<file path="src/rtl/result_acc_pkg.sv">
// -----------------------------------------------------------------------------
// result_acc_pkg
//   Shared definitions for result_accumulator:
//     - state_e    : frame FSM states (IDLE, ACCUM, EMIT)
//     - COUNT_W    : width of the sample counter and count_out (holds up to 256)
//     - calc_sum_w : accumulator width that a full frame can never overflow
// -----------------------------------------------------------------------------
package result_acc_pkg;

    typedef enum logic [1:0] {
        IDLE  = 2'd0,
        ACCUM = 2'd1,
        EMIT  = 2'd2
    } state_e;

    localparam int COUNT_W = 9;

    // FRAME_LEN values of at most (2^X_W - 1) each sum to less than
    // 2^(X_W + clog2(FRAME_LEN+1)), so the accumulator needs no wrap handling.
    function automatic int calc_sum_w(input int frame_len, input int x_w);
        return x_w + $clog2(frame_len + 1);
    endfunction

endpackage

</file>
<file path="src/rtl/result_accumulator.sv">
// -----------------------------------------------------------------------------
// result_accumulator
//   Collects FRAME_LEN (z, x) result pairs from the arithmetic datapath over a
//   valid/ready handshake, sums x and tracks the maximum z, then emits one
//   summary record per frame over an output valid/ready handshake. While a
//   record is pending the input side is stalled (in_ready=0), so the block
//   decouples the datapath from the result-reporting logic with backpressure.
//
//   Optional build macro: RESULT_ACC_FLUSH_EN
//     When defined, adds input 'flush' which closes a partial frame early.
//
// Ports:
//   clk        in   rising-edge clock
//   rst        in   synchronous, active-low reset
//   in_valid   in   z_in/x_in carry a sample
//   in_ready   out  sample can be accepted this cycle (0 while a record waits)
//   z_in       in   Z_W  unsigned datapath z result
//   x_in       in   X_W  unsigned datapath x result
//   flush      in   (RESULT_ACC_FLUSH_EN only) close the current frame now
//   out_valid  out  summary record valid
//   out_ready  in   downstream accepts the record
//   sum_out    out  SUM_W    sum of x over the frame
//   zmax_out   out  Z_W      maximum z over the frame
//   count_out  out  COUNT_W  number of samples in the record
// -----------------------------------------------------------------------------
module result_accumulator
    import result_acc_pkg::*;
#(
    parameter int FRAME_LEN = 8,
    parameter int Z_W       = 8,
    parameter int X_W       = 16,
    parameter int SUM_W     = calc_sum_w(FRAME_LEN, X_W)
) (
    input  logic               clk,
    input  logic               rst,
    input  logic               in_valid,
    output logic               in_ready,
    input  logic [Z_W-1:0]     z_in,
    input  logic [X_W-1:0]     x_in,
`ifdef RESULT_ACC_FLUSH_EN
    input  logic               flush,
`endif
    output logic               out_valid,
    input  logic               out_ready,
    output logic [SUM_W-1:0]   sum_out,
    output logic [Z_W-1:0]     zmax_out,
    output logic [COUNT_W-1:0] count_out
);

    localparam logic [COUNT_W-1:0] FRAME_LEN_C = COUNT_W'(FRAME_LEN);
    localparam bit                 SINGLE_SAMPLE_FRAME = (FRAME_LEN == 1);

    // Unsigned max; on a tie the previously held value is kept.
    function automatic logic [Z_W-1:0] max_keep(input logic [Z_W-1:0] held,
                                                input logic [Z_W-1:0] cand);
        return (cand > held) ? cand : held;
    endfunction

    function automatic logic [SUM_W-1:0] zext_x(input logic [X_W-1:0] x);
        return SUM_W'(x);
    endfunction

    state_e               state_q,     state_d;
    logic [SUM_W-1:0]     sum_q,       sum_d;
    logic [Z_W-1:0]       zmax_q,      zmax_d;
    logic [COUNT_W-1:0]   count_q,     count_d;
    logic [SUM_W-1:0]     sum_out_q,   sum_out_d;
    logic [Z_W-1:0]       zmax_out_q,  zmax_out_d;
    logic [COUNT_W-1:0]   count_out_q, count_out_d;

    logic                 accept;
    logic                 flush_req;
    logic [SUM_W-1:0]     sum_acc;
    logic [Z_W-1:0]       zmax_acc;
    logic [COUNT_W-1:0]   count_acc;

`ifdef RESULT_ACC_FLUSH_EN
    assign flush_req = flush;
`else
    assign flush_req = 1'b0;
`endif

    // Ready depends only on state (never on in_valid), and is held low while
    // reset is asserted so no sample appears to be taken during reset.
    assign in_ready  = rst && (state_q != EMIT);
    assign accept    = in_valid && in_ready;
    assign out_valid = (state_q == EMIT);
    assign sum_out   = sum_out_q;
    assign zmax_out  = zmax_out_q;
    assign count_out = count_out_q;

    // Running values including the sample offered this cycle.
    assign sum_acc   = sum_q + zext_x(x_in);
    assign zmax_acc  = max_keep(zmax_q, z_in);
    assign count_acc = count_q + COUNT_W'(1);

    always_comb begin
        state_d     = state_q;
        sum_d       = sum_q;
        zmax_d      = zmax_q;
        count_d     = count_q;
        sum_out_d   = sum_out_q;
        zmax_out_d  = zmax_out_q;
        count_out_d = count_out_q;

        unique case (state_q)
            IDLE: begin
                if (accept) begin
                    sum_d   = zext_x(x_in);
                    zmax_d  = z_in;
                    count_d = COUNT_W'(1);
                    if (SINGLE_SAMPLE_FRAME || flush_req) begin
                        state_d     = EMIT;
                        sum_out_d   = zext_x(x_in);
                        zmax_out_d  = z_in;
                        count_out_d = COUNT_W'(1);
                    end else begin
                        state_d = ACCUM;
                    end
                end
            end

            ACCUM: begin
                if (accept) begin
                    sum_d   = sum_acc;
                    zmax_d  = zmax_acc;
                    count_d = count_acc;
                    if ((count_acc == FRAME_LEN_C) || flush_req) begin
                        state_d     = EMIT;
                        sum_out_d   = sum_acc;
                        zmax_out_d  = zmax_acc;
                        count_out_d = count_acc;
                    end
                end else if (flush_req) begin
                    // Early close without a new sample: publish what is held.
                    state_d     = EMIT;
                    sum_out_d   = sum_q;
                    zmax_out_d  = zmax_q;
                    count_out_d = count_q;
                end
            end

            EMIT: begin
                // Record and accumulators are cleared together so IDLE always
                // starts from zero and the outputs read 0 outside EMIT.
                if (out_ready) begin
                    state_d     = IDLE;
                    sum_d       = '0;
                    zmax_d      = '0;
                    count_d     = '0;
                    sum_out_d   = '0;
                    zmax_out_d  = '0;
                    count_out_d = '0;
                end
            end

            default: begin
                state_d = IDLE;
            end
        endcase
    end

    always_ff @(posedge clk) begin
        if (!rst) begin
            state_q     <= IDLE;
            sum_q       <= '0;
            zmax_q      <= '0;
            count_q     <= '0;
            sum_out_q   <= '0;
            zmax_out_q  <= '0;
            count_out_q <= '0;
        end else begin
            state_q     <= state_d;
            sum_q       <= sum_d;
            zmax_q      <= zmax_d;
            count_q     <= count_d;
            sum_out_q   <= sum_out_d;
            zmax_out_q  <= zmax_out_d;
            count_out_q <= count_out_d;
        end
    end

endmodule

</file>
<file path="config.mk">
export PLATFORM = sky130hd
export DESIGN_NAME = result_accumulator
export DESIGN_NICKNAME = d
export VERILOG_FILES = /design/src/rtl/result_acc_pkg.sv /design/src/rtl/result_accumulator.sv
export SDC_FILE = /design/constraint.sdc
export NUM_CORES = 1
export LEC_CHECK = 0
export BUFFER_PORTS_ARGS = -buffer_cell sky130_fd_sc_hd__buf_4
export CAP_MARGIN = 20
export CORE_MARGIN = 4
export CORE_UTILIZATION = 55
export CTS_CLUSTER_DIAMETER = 60
export DETAILED_ROUTE_END_ITERATION = 10
export GPL_TIMING_DRIVEN = 0
export PLACE_DENSITY = 0.78
export SYNTH_ARGS = -nofsm -noshare
export SYNTH_HDL_FRONTEND = slang
export SYNTH_SLANG_ARGS = --single-unit
</file>
<file path="constraint.sdc">
create_clock -name clk -period 3.61 [get_ports clk]
set_input_delay 0.722 -clock clk [delete_from_list [all_inputs] [get_ports clk]]
set_output_delay 0.722 -clock clk [all_outputs]
set_load 0.05 [all_outputs]
</file>
After elaboration in Yosys (flattened, before gate mapping)

Cells that the tools add are included.

Bits in registers: 76
Bits of input ports: 28
Output and inout port bits: 39

$add $sub $neg: 2
Magnitude comparators: 1
Eq/ne operators: 8
Multiplexer cells: 27
Reductions and logical operators: 8

Operators with widths:

| operator                                                               | number |
|---|---|
| 20-bit two-way mux                                                     | 5 |
| 20-bit one-hot mux with 3 select lines                                 | 1 |
| 8-bit two-way mux                                                      | 6 |
| 9-bit two-way mux                                                      | 5 |
| 20-bit one-hot mux with 2 select lines                                 | 1 |
| 9-bit one-hot mux with 3 select lines                                  | 1 |
| 8-bit one-hot mux with 3 select lines                                  | 1 |
| 20-bit by 16-bit adder with 20-bit output                              | 1 |
| 9-bit one-hot mux with 2 select lines                                  | 1 |
| 8-bit one-hot mux with 2 select lines                                  | 1 |
| 4-bit AND reduction                                                    | 3 |
| 9-bit by 1-bit adder with 9-bit output (second input constant)         | 1 |
| 9-bit by 4-bit equality test with 1-bit output (second input constant) | 1 |
| 8-bit > comparator                                                     | 1 |
| 2-bit two-way mux                                                      | 4 |
| 2-bit != test (second input constant)                                  | 4 |
| 2-bit one-hot mux with 3 select lines                                  | 1 |
| 3-bit nonzero test                                                     | 1 |
| 2-bit by 1-bit equality test with 1-bit output (second input constant) | 1 |
| 2-bit equality test (second input constant)                            | 1 |
| 1-bit logical AND                                                      | 2 |
| 2-bit zero test                                                        | 1 |
| 2-bit by 1-bit != test with 1-bit output (second input constant)       | 1 |
| 2-bit nonzero test                                                     | 1 |

Logic depth before layout (Yosys ltp)

Gate-level depths: netlist (run 1).

Depth in word-level cells: 5
Gate-level depth with buffers: 11
Gate-level depth less buffers: 9

Least setup slack after synthesis (run 1)

OpenSTA, ideal clock, no wires.

Kind: reg2reg
Start point: register state_q[0]
End point: register count_q[3]
Arrival: 2971 ps
Data required time: 3482 ps
Path slack: 511 ps
Stages on the path, launching flop included: 10
Path buffers: 1
Clock period less this slack: 3099 ps
Path through: dfxtp_1 inv_1 ha_1 nor2b_1 a32o_1 a21boi_1 clkbuf_1 o21ai_0 a21oi_1 nor2_1

Elaborated cells on any way between the ends: 12
Classes of those cells: 6 x eq/ne; 1 x mux; 5 x reduce/logical

RTL lines:

| element                                                                                         | RTL line                  | text |
|---|---|---|
| from (decl)                                                                                     | result_accumulator.sv:63  | `state_e state_q, state_d;` |
| from (signal assigned)                                                                          | result_accumulator.sv:173 | `state_q <= state_d;` |
| 2-bit equality test (*)                                                                         | n/a                       |  |
| net out_valid                                                                                   | result_accumulator.sv:43  | `output logic out_valid,` |
| 2-bit by 1-bit != test with 1-bit output (no source line) or 3-bit nonzero test (tied branches) | n/a                       |  |
| 4-bit AND reduction (no source line)                                                            | n/a                       |  |
| to (signal assigned)                                                                            | result_accumulator.sv:176 | `count_q <= count_d;` |
| to (decl)                                                                                       | result_accumulator.sv:66  | `logic [COUNT_W-1:0] count_q, count_d;` |

The timed path passes the listed nets; every way through them passes the cells marked *.
A chain may end at the register's enable or synchronous reset.

Worst setup path in the final report (run 1)

Start point: input x_in[0]
End point: register sum_q[18]

Word-level cells in the longest chain between the ends: 3

RTL lines:

| element                                   | RTL line                  | text |
|---|---|---|
| from (decl)                               | result_accumulator.sv:39  | `input logic [X_W-1:0] x_in,` |
| 20-bit by 16-bit adder with 20-bit output | result_accumulator.sv:93  | `assign sum_acc = sum_q + zext_x(x_in);` |
| 20-bit two-way mux                        | result_accumulator.sv:124 | `if (accept) begin` |
| 20-bit one-hot mux with 3 select lines    | result_accumulator.sv:106 | `unique case (state_q)` |
| to (signal assigned)                      | result_accumulator.sv:174 | `sum_q <= sum_d;` |
| to (decl)                                 | result_accumulator.sv:64  | `logic [SUM_W-1:0] sum_q, sum_d;` |

No other way between the ends. The select of a mux whose other input is x is not followed.

==> results of run 1 <==
registers in the layout, indices dropped and copies added (netlist names):
register and flops:
count_out 9, count_q 9, state_q 2, sum_out 20, sum_q 20, zmax_out 8
zmax_q 8
worst max-delay path, delay by kind of cell:
family                   cells  cell delay (ps)
adder cells (fa/ha/maj)      2              650
AND/OR/NAND/NOR              1              130
XOR/XNOR                     1              120
AO/OA/AOI/OAI                5             1470
buffers and inverters        1              120
layer usage:
metal	global-route usage	vias to the layer above
met1	0.3152	1854
li1	-	1902
met3	0.04223	27
met2	0.4421	140
met4	0.1143	0
met5	0	-
cells in the final DEF (no fill, tap or decap), types with 5 or more instances in the layout:
master and n:
and2_1 6, a21oi_1 41, clkbuf_1 20, nor2_1 33
ha_1 29, nand2_1 21, clkbuf_8 11, a211oi_1 5
o21ai_0 31, a31oi_1 12, nor3_1 11, a32o_1 5
and3_1 8, inv_1 20, a221oi_1 10, xnor2_1 14
mux2i_1 7, nand4_1 8, buf_4 67, or3_1 5
a21o_1 9, a22o_1 18, nand3_1 18, dfxtp_1 76
nand3b_1 8, o2bb2ai_1 12
cells by family after synthesis:
family | after synthesis | synth area share
buffers and inverters | 48 | 0.04963
AND/OR/NAND/NOR | 130 | 0.1641
multiplexers | 7 | 0.01705
adder cells (fa/ha/maj) | 30 | 0.09318
AO/OA/AOI/OAI | 161 | 0.2674
XOR/XNOR | 18 | 0.03837
flip-flops | 76 | 0.3703
worst max path at each step:
stage               slack (ps)       start     endpoint  depth (start not counted)
floorplan                  510  state_q[0]   count_q[3]                          9
global placement           470     x_in[0]    sum_q[18]                         10
detailed placement         460     x_in[0]    sum_q[18]                         10
CTS                        720  count_q[0]  sum_out[17]                         11
global route               470  count_q[0]   sum_out[6]                         11
finish                     640     x_in[0]    sum_q[18]                         10
report_power, final:
group	internal (uW)	switching, uW
logic	440	780
clock network	422	317
registers	936	68.1
total	1800	1170
cell usage after synthesis (6+ instances only):
cell type  instances
nand4_1            8
o2bb2ai_1         12
a221oi_1          10
clkbuf_1          20
xnor2_1           14
nor3_1            11
a22o_1            18
a31oi_1           12
a21oi_1           41
nand2_1           21
ha_1              29
nand3_1           18
mux2i_1            7
and3_1             8
nand3b_1           8
inv_1             20
dfxtp_1           76
nor2_1            33
a21o_1             9
o21ai_0           31
and2_1             6
area by class of cell:
class                   instances  area (um^2)  share of cell area
plain buffers                  28        128.9             0.02602
repair buffers                 66        495.5              0.1001
clock buffers                  11        151.4             0.03057
inverters                      20        75.07             0.01516
well taps                      99        123.9             0.02501
flip-flops and latches         76         1521              0.3072
clock inverters                 4        72.57             0.01465
multi-input cells             346         2384              0.4813
metrics by stage:
step | hold WS [ps] | area [um^2] | util
after floorplan | 447.0 | 4109 | -
after global placement | 442.8 | 4728 | 0.6519
after detailed placement | 453.7 | 4728 | 0.6519
after CTS | 473.5 | 4952 | 0.6828
after global routing | 491.3 | 4952 | 0.6828
final | 466.5 | 4952 | 0.6828
==> impl_results.md, run 1 <==
- Outcome: complete, no violations
- Most used DFF post-synth: dfxtp_1
- DR pass1 iterations: 5
- RR Endpoint: sum_out[17]
- Synth-to-Final Area Change: 20.52%
- Synth area leaders: dfxtp_1 37%, ha_1 8.8%, a21oi_1 5.0%, a22o_1 3.8%, o21ai_0 3.8%
- IO Pins: 67
- Fraction of layout cells with a size suffix above 1: 0.1652
- Register area share after synthesis: 0.3703
- Hold Startpoint: count_out[7]
- Met2 routed WL: 5.434 mm
- Largest net degree at the start of global routing: 13
- Power Density: 598.2 mW/mm^2
- Final Worst Setup Slack: 641.7 ps
- Post-synth EDFFs: 0
- Setup violators final: 0
- Gr usage total: 0.2569
- Final Hold Fails: 0
- TritonCTS clock tree: built
- DR iter-0 viols: 173
- Largest area contributor in the netlist: dfxtp_1
- Worst-path fanout max: 3
- R2R Setup Slk: 720 ps
- ANT cells: 0
- Vias in the first global route: 3,870
- Max-Cap Viols: 0
- Critical path's slowest cell: fa_1
- Clock Tree Buf Depth: 2
- Sink Count: 76
- CTS Buf Count: 9
- Peak VDD IR: 0.3154 mV
- Number of synthesized register bits: 76
- Post-CTS Resized: 0
- CP Data Required Time: 3860 ps
- Pleak: 0.002087 uW
- Synth top area share: 0.3703
- Hold Path End: count_out[7]
- Setup Total Neg Slack: 0 ps
- Clk root buf: clkbuf_8
- # port buffers: 66
- GR Overflow Total: 0
- Yosys warning count: 0
- Worst hold path type: flop to flop
- Async SR Flop Fraction: 0
- Hold-fix buffers, CTS: 0
- Avg Synthesized Cell Area: 8.742 um^2
- DRC: 0
- Initial Utilization: 0.5665
- Pre-CTS WS: 462.9 ps
- Syn Nets: 528
- Uppermost layer routed: met4
- First-pass GRT wire length: 18.13 mm
- Relative slew slack: 0.5388
- Vias/cell: 6.035
- Mapped Area: 0.004109 mm^2
- Worst-path clk slew: 80 ps
- Initial antenna violation count: 0
- Startpoint types: input port
- Design Power: 2962 uW
- RSZ-0062 raised after global routing: no
- Final Critical Period: 2968 ps
- Post-DRT Antenna Nets: 0
- Cells after synthesis: 470
- Setup bufs post-CTS: 0
- Layout Cells excl Fill: 650
- Die area: 0.008918 mm^2
- Fill cells: 633
- Core Region: 0.007253 mm^2
- Fin crit share: 0.8222
- Met3 wire len: 725 um
- Synth unique cells: 52
- Worst Setup End Kind: flop
- WHS Path Cells: 1
- Measured slew at the worst slew-check pin: 689.3 ps
- Clock latency on the worst-skew pair: 360 ps
- Pins Over Slew Limit: 0
- HPWL after DPL: 7.970 mm
- Avg WL per Cell: 17.06 um
- Critical Path AT: 3220 ps
- M1 wire length: 4.641 mm
- Critical-path cell list: buf_4 > ha_1 > fa_1 > a211oi_1 > o21ai_0 > a31oi_1 > nor4_1 > a31oi_1 > xnor2_1 > a32o_1
- Die W: 94.44 um
- Cell row count: 31
- R2r worst-path depth: 11
- Drt total wl: 11.09 mm
- Setup CP Type: input port to flop
- Fmax: 336.9 MHz
- Vias post-DR: 3,923
- Worst R2R Start: count_q[0]
- Cell count after placement: 635
- H-tree levels: 3
- Layout Nets: 605
- CP most frequent cell: a31oi_1
- Placer Congestion: 0.8929
- CP peak stage delay: 430 ps
- Clk_skew: 9.047 ps
- Chip height: 94.44 um
No activity file was read; power rests on OpenSTA's default activity.
==> run 2: changes to the inputs <==
CORE_UTILIZATION = 51   (was 55)
PLACE_DENSITY = 0.76   (was 0.78)
clock period = 2.5 ns   (was 3.61 ns; I/O delays follow)
==> run 2 against run 1 <==
Wire length grew 2.8%. Sequential share of layout area fell by 0.69 points. Combinational power up 51%. Cell area rose by 2.8%. Critical path depth decreased by 1. Worst hold slack worse by 95 ps.
==> impl_results.md, run 2 (synthesis results as in run 1) <==
- Chip height: 97.76 um
- Clk_skew: 8.807 ps
- Final Util: 0.6554
- Peak VDD IR: 0.5021 mV
- CP Data Required Time: 2750 ps
- Vias in the first global route: 3,964
- CTS Buf Count: 9
- Clk root buf: clkbuf_8
- Avg WL per Cell: 17.29 um
- Max-Cap Viols: 0
- Busiest layer in global routing: met2
- Drt total wl: 11.40 mm
- Die area: 0.009557 mm^2
- GR Overflow Total: 0
- Setup Total Neg Slack: 0 ps
- Global Route met2 Usage: 0.4033
- Gr usage total: 0.2384
- Worst Setup End Kind: flop
- Routing usage on met1: 0.2983
- Fin crit share: 0.9805
- Grt met3 use: 0.03571
- CP peak stage delay: 450 ps
- Critical path's slowest cell: fa_1
- Vias post-DR: 3,979
- Final Critical Period: 2451 ps
- R2R Setup Slk: 50 ps
- Critical-path cell list: ha_1 > fa_1 > a211oi_2 > o21ai_1 > a31oi_1 > nor4_1 > a31oi_1 > xnor2_1 > a32o_1
- DR iter-0 viols: 242
- Layout Nets: 610
- Clock Tree Buf Depth: 2
- DR pass1 iterations: 5
- Setup violators final: 0
- IO Pins: 67
- RSZ-0062 raised after global routing: yes
- Placer Congestion: 0.8905
- Die W: 97.76 um
- ANT cells: 0
- Sink Count: 76
- TritonCTS clock tree: built
- Initial Utilization: 0.5290
- Pleak: 0.002135 uW
- Measured slew at the worst slew-check pin: 621.8 ps
- First-pass GRT wire length: 18.80 mm
- H-tree levels: 3
- Clock latency on the worst-skew pair: 350 ps
- Largest net degree at the start of global routing: 14
- Fill cells: 686
- Hold-fix buffers, CTS: 0
- Cell row count: 32
- Synth-to-Final Area Change: 23.90%
- Vias/cell: 6.038
- Worst-path fanout max: 3
- Critical Path AT: 2700 ps
- Initial antenna violation count: 0
- CP most frequent cell: a31oi_1
- Post-DRT Antenna Nets: 0
- Final Hold Fails: 0
- DRC: 0
- # port buffers: 66
- Pins Over Slew Limit: 0
- Worst hold path type: input port to flop
- Outcome: complete, no violations
- Commonest non-fill, non-tap cells in the layout: 74 x buf_4, 74 x dfxtp_1, 40 x a21oi_1
- Startpoint types: flop
- Core Region: 0.007767 mm^2
- Power Density: 841.8 mW/mm^2
- Setup CP Type: flop to flop
- Relative slew slack: 0.5827
- Fmax: 408.0 MHz
- Fraction of layout cells with a size suffix above 1: 0.2208
- Worst-path clk slew: 90 ps
- HPWL after DPL: 8.041 mm
==> run 2: worst paths after layout <==
check	from	end	cells after the start
max	sum_q[0]	sum_q[18]	9
min	z_in[0]	zmax_q[0]	2
max reg2reg	sum_q[0]	sum_q[18]	9
min reg2reg	count_out[8]	count_out[8]	1
==> run 2: metrics by stage <==
stage / setup slack [ps] / power (uW) / area, um^2 / hold WS (ps) / std cells
floorplan: 24.67 / 2726 / 4123 / 447.0 / 470
global placement: -412.0 / 3131 / 4746 / 443.4 / 638
detailed placement: -413.7 / 3179 / 4746 / 446.1 / 638
CTS: -97.74 / 4221 / 5021 / 357.0 / 659
global route: -38.65 / 4558 / 5091 / 354.4 / 659
finish: 48.75 / 4286 / 5091 / 371.9 / 659
==> run 2: critical path, delay by kind of cell (launching register included) <==
family / cells / cell delay, ps
and+or+nand+nor: 1 / 90
adders and majority gates: 2 / 670
AOI/OAI and AO/OA: 5 / 1160
xor gates and xnor gates: 1 / 120
DFF: 1 / 320
==> run 2: cell type report <==
class | instances | area (um^2) | area share
Multi-Input combinational cell | 346 | 2464 | 0.4839
Sequential cell | 76 | 1529 | 0.3003
Timing Repair Buffer | 73 | 548.0 | 0.1076
Clock buffer | 11 | 151.4 | 0.02974
Buffer | 26 | 136.4 | 0.02679
Tap cell | 102 | 127.6 | 0.02507
Inverter | 20 | 75.07 | 0.01475
Clock inverter | 5 | 60.06 | 0.01180
==> run 2: per-layer routing <==
metal | part of all wire | vias to the layer above
met4 | 0.027 | 0
met1 | 0.42 | 1915
li1 | - | 1909
met3 | 0.057 | 34
met5 | 0 | -
met2 | 0.49 | 121
==> run 2: power breakdown <==
part           leakage, uW  total (uW)  internal, uW  switching, uW
logic              0.00141        1840           673           1160
clock network     0.000106        1000           518            487
registers         0.000618        1450          1350           92.1
==> run 2: timing repair <==
action,4_1_cts,5_1_grt
resized for setup,12,23
pin swaps,3,4
buffers inserted,5,2
endpoints found under the setup margin,52,66
==> run 3: changes to the inputs <==
GPL_ROUTABILITY_DRIVEN = 0   (was not set)
REMOVE_ABC_BUFFERS = 1   (was not set)
==> run 3 against run 2 <==
Maximum frequency is 2.7% higher. Combinational power is 4% higher. Critical path depth did not move. Power increased by 3.9%. Cell area is 1.5% higher. Wire length fell by 3.3%. Flip-flop and latch count did not move. Clock power grew 9%. First-iteration DRC count is 17% higher. Global-route usage down 1.2 points. Sequential power hardly changed. Largest power group unchanged. Highest routed layer unchanged.
==> impl_results.md, run 3 (synthesis results as in run 1) <==
- Core Region: 0.007767 mm^2
- Startpoint types: flop
- Final Critical Period: 2387 ps
- Worst Setup End Kind: flop
- Met3 wire len: 656 um
- CP Data Required Time: 2790 ps
- Fraction of layout cells with a size suffix above 1: 0.2426
- Hold-fix buffers, CTS: 0
- Gr usage total: 0.2260
- Min Hold Slack: 364.5 ps
- Die area: 0.009557 mm^2
- Critical Path AT: 2670 ps
- CTS Buf Count: 9
- Worst setup path startpoint: count_q[1]
- Sink Count: 76
- Worst R2R Start: count_q[1]
- Vias/cell: 6.101
- Setup violators final: 0
- Clk_skew: 8.128 ps
- First-pass GRT wire length: 17.83 mm
- Critical-path cell list: ha_4 > and3_4 > and3_4 > o21ai_2 > a2111oi_4 > nand4_4 > buf_6 > or3_4 > a21oi_2
- DR pass1 iterations: 5
- Largest net degree at the start of global routing: 31
- Measured slew at the worst slew-check pin: 997.8 ps
- Critical path's slowest cell: a2111oi_4
- CP most frequent cell: and3_4
- Vias in the first global route: 3,727
- Power Density: 862.2 mW/mm^2
- M1 wire length: 4.911 mm
- Layout Nets: 597
- Vias post-DR: 3,941
- Initial Utilization: 0.5290
- Chip height: 97.76 um
- # port buffers: 66
- Final Util: 0.6651
- Cell row count: 32
- GR Overflow Total: 0
- H-tree levels: 3
- Clock Tree Buf Depth: 2
- Post-DRT Antenna Nets: 0
- Avg WL per Cell: 17.07 um
- Uppermost layer routed: met4
- Pleak: 0.002143 uW
- Max-Cap Viols: 0
- Most common cell after layout, fill and taps aside: buf_4
- Commonest non-fill, non-tap cells in the layout: 81 x buf_4, 73 x dfxtp_1, 38 x a21oi_1
- DR iter-0 viols: 282
- Final Hold Fails: 0
- Die W: 97.76 um
- Synth-to-Final Area Change: 25.73%
- Clk root buf: clkbuf_8
- CP peak stage delay: 490 ps
- Outcome: complete, no violations
- Met2 routed WL: 5.299 mm
- TritonCTS clock tree: built
- Worst hold path type: input port to flop
- R2R Setup Slk: 110 ps
- Setup CP Type: flop to flop
- Hold Startpoint: z_in[0]
- Pins Over Slew Limit: 0
- DRC: 0
- Fin crit share: 0.9546
- Drt total wl: 11.02 mm
- Peak VDD IR: 0.5259 mV
- Fmax: 419.0 MHz
- HPWL after DPL: 7.239 mm
- Clock latency on the worst-skew pair: 360 ps
- IO Pins: 67
- ANT cells: 0
- Initial antenna violation count: 0
- Worst-path clk slew: 80 ps
- Worst-path fanout max: 6
- Relative slew slack: 0.3341
==> run 3: report_power, final <==
group	total, uW	switching, uW	internal (uW)
registers	1450	99.0	1350
logic	1920	1150	768
clock network	1090	492	594
==> run 3: worst paths after layout <==
check        cells after the start      endpoint
max                              9    sum_out[5]
min                              2     zmax_q[0]
max reg2reg                      9    sum_out[5]
min reg2reg                      1  count_out[6]
==> run 3: cell type report <==
type,instances,area [um^2]
fillers,632,2601
multi-input cells,347,2526
flip-flops and latches,76,1530
repair buffers,85,678.2
clock buffers,11,141.4
well taps,102,127.6
clock inverters,5,83.83
inverters,20,78.83
==> run 3: worst max-delay path: cells and delay by family (launching register included) <==
kind | cells | cell delay (ps)
buffers and inverters | 1 | 150
AOI/OAI and AO/OA | 3 | 670
adders and majority gates | 1 | 160
and+or+nand+nor | 4 | 920
DFF | 1 | 400
==> run 3: routing by layer <==
| layer | track usage | vias to the layer above |
|---|---|---|
| li1 | - | 1888 |
| met1 | 0.2916 | 1893 |
| met2 | 0.3785 | 140 |
| met3 | 0.04429 | 20 |
| met4 | 0.07774 | 0 |
| met5 | 0 | - |
==> run 3: what timing repair did <==
item,in CTS,in global routing
gates cloned,1,0
resized for setup,20,19
setup buffers,10,6
setup endpoints to repair,68,40
pin swaps,3,4
==> run 3: through the flow <==
step                      instances  total power, uW  setup WS (ps)  cell area (um^2)  setup TNS, ps
after floorplan                 442             2692          -1296              3980         -49300
final                           646             4455          113.5              5166              0
after global routing            646             4721        -0.4599              5166        -0.4599
after detailed placement        613             3173          -1041              4657         -36220
after global placement          610             3057          -1483              4603         -62740
after CTS                       640             4361          1.602              5047              0
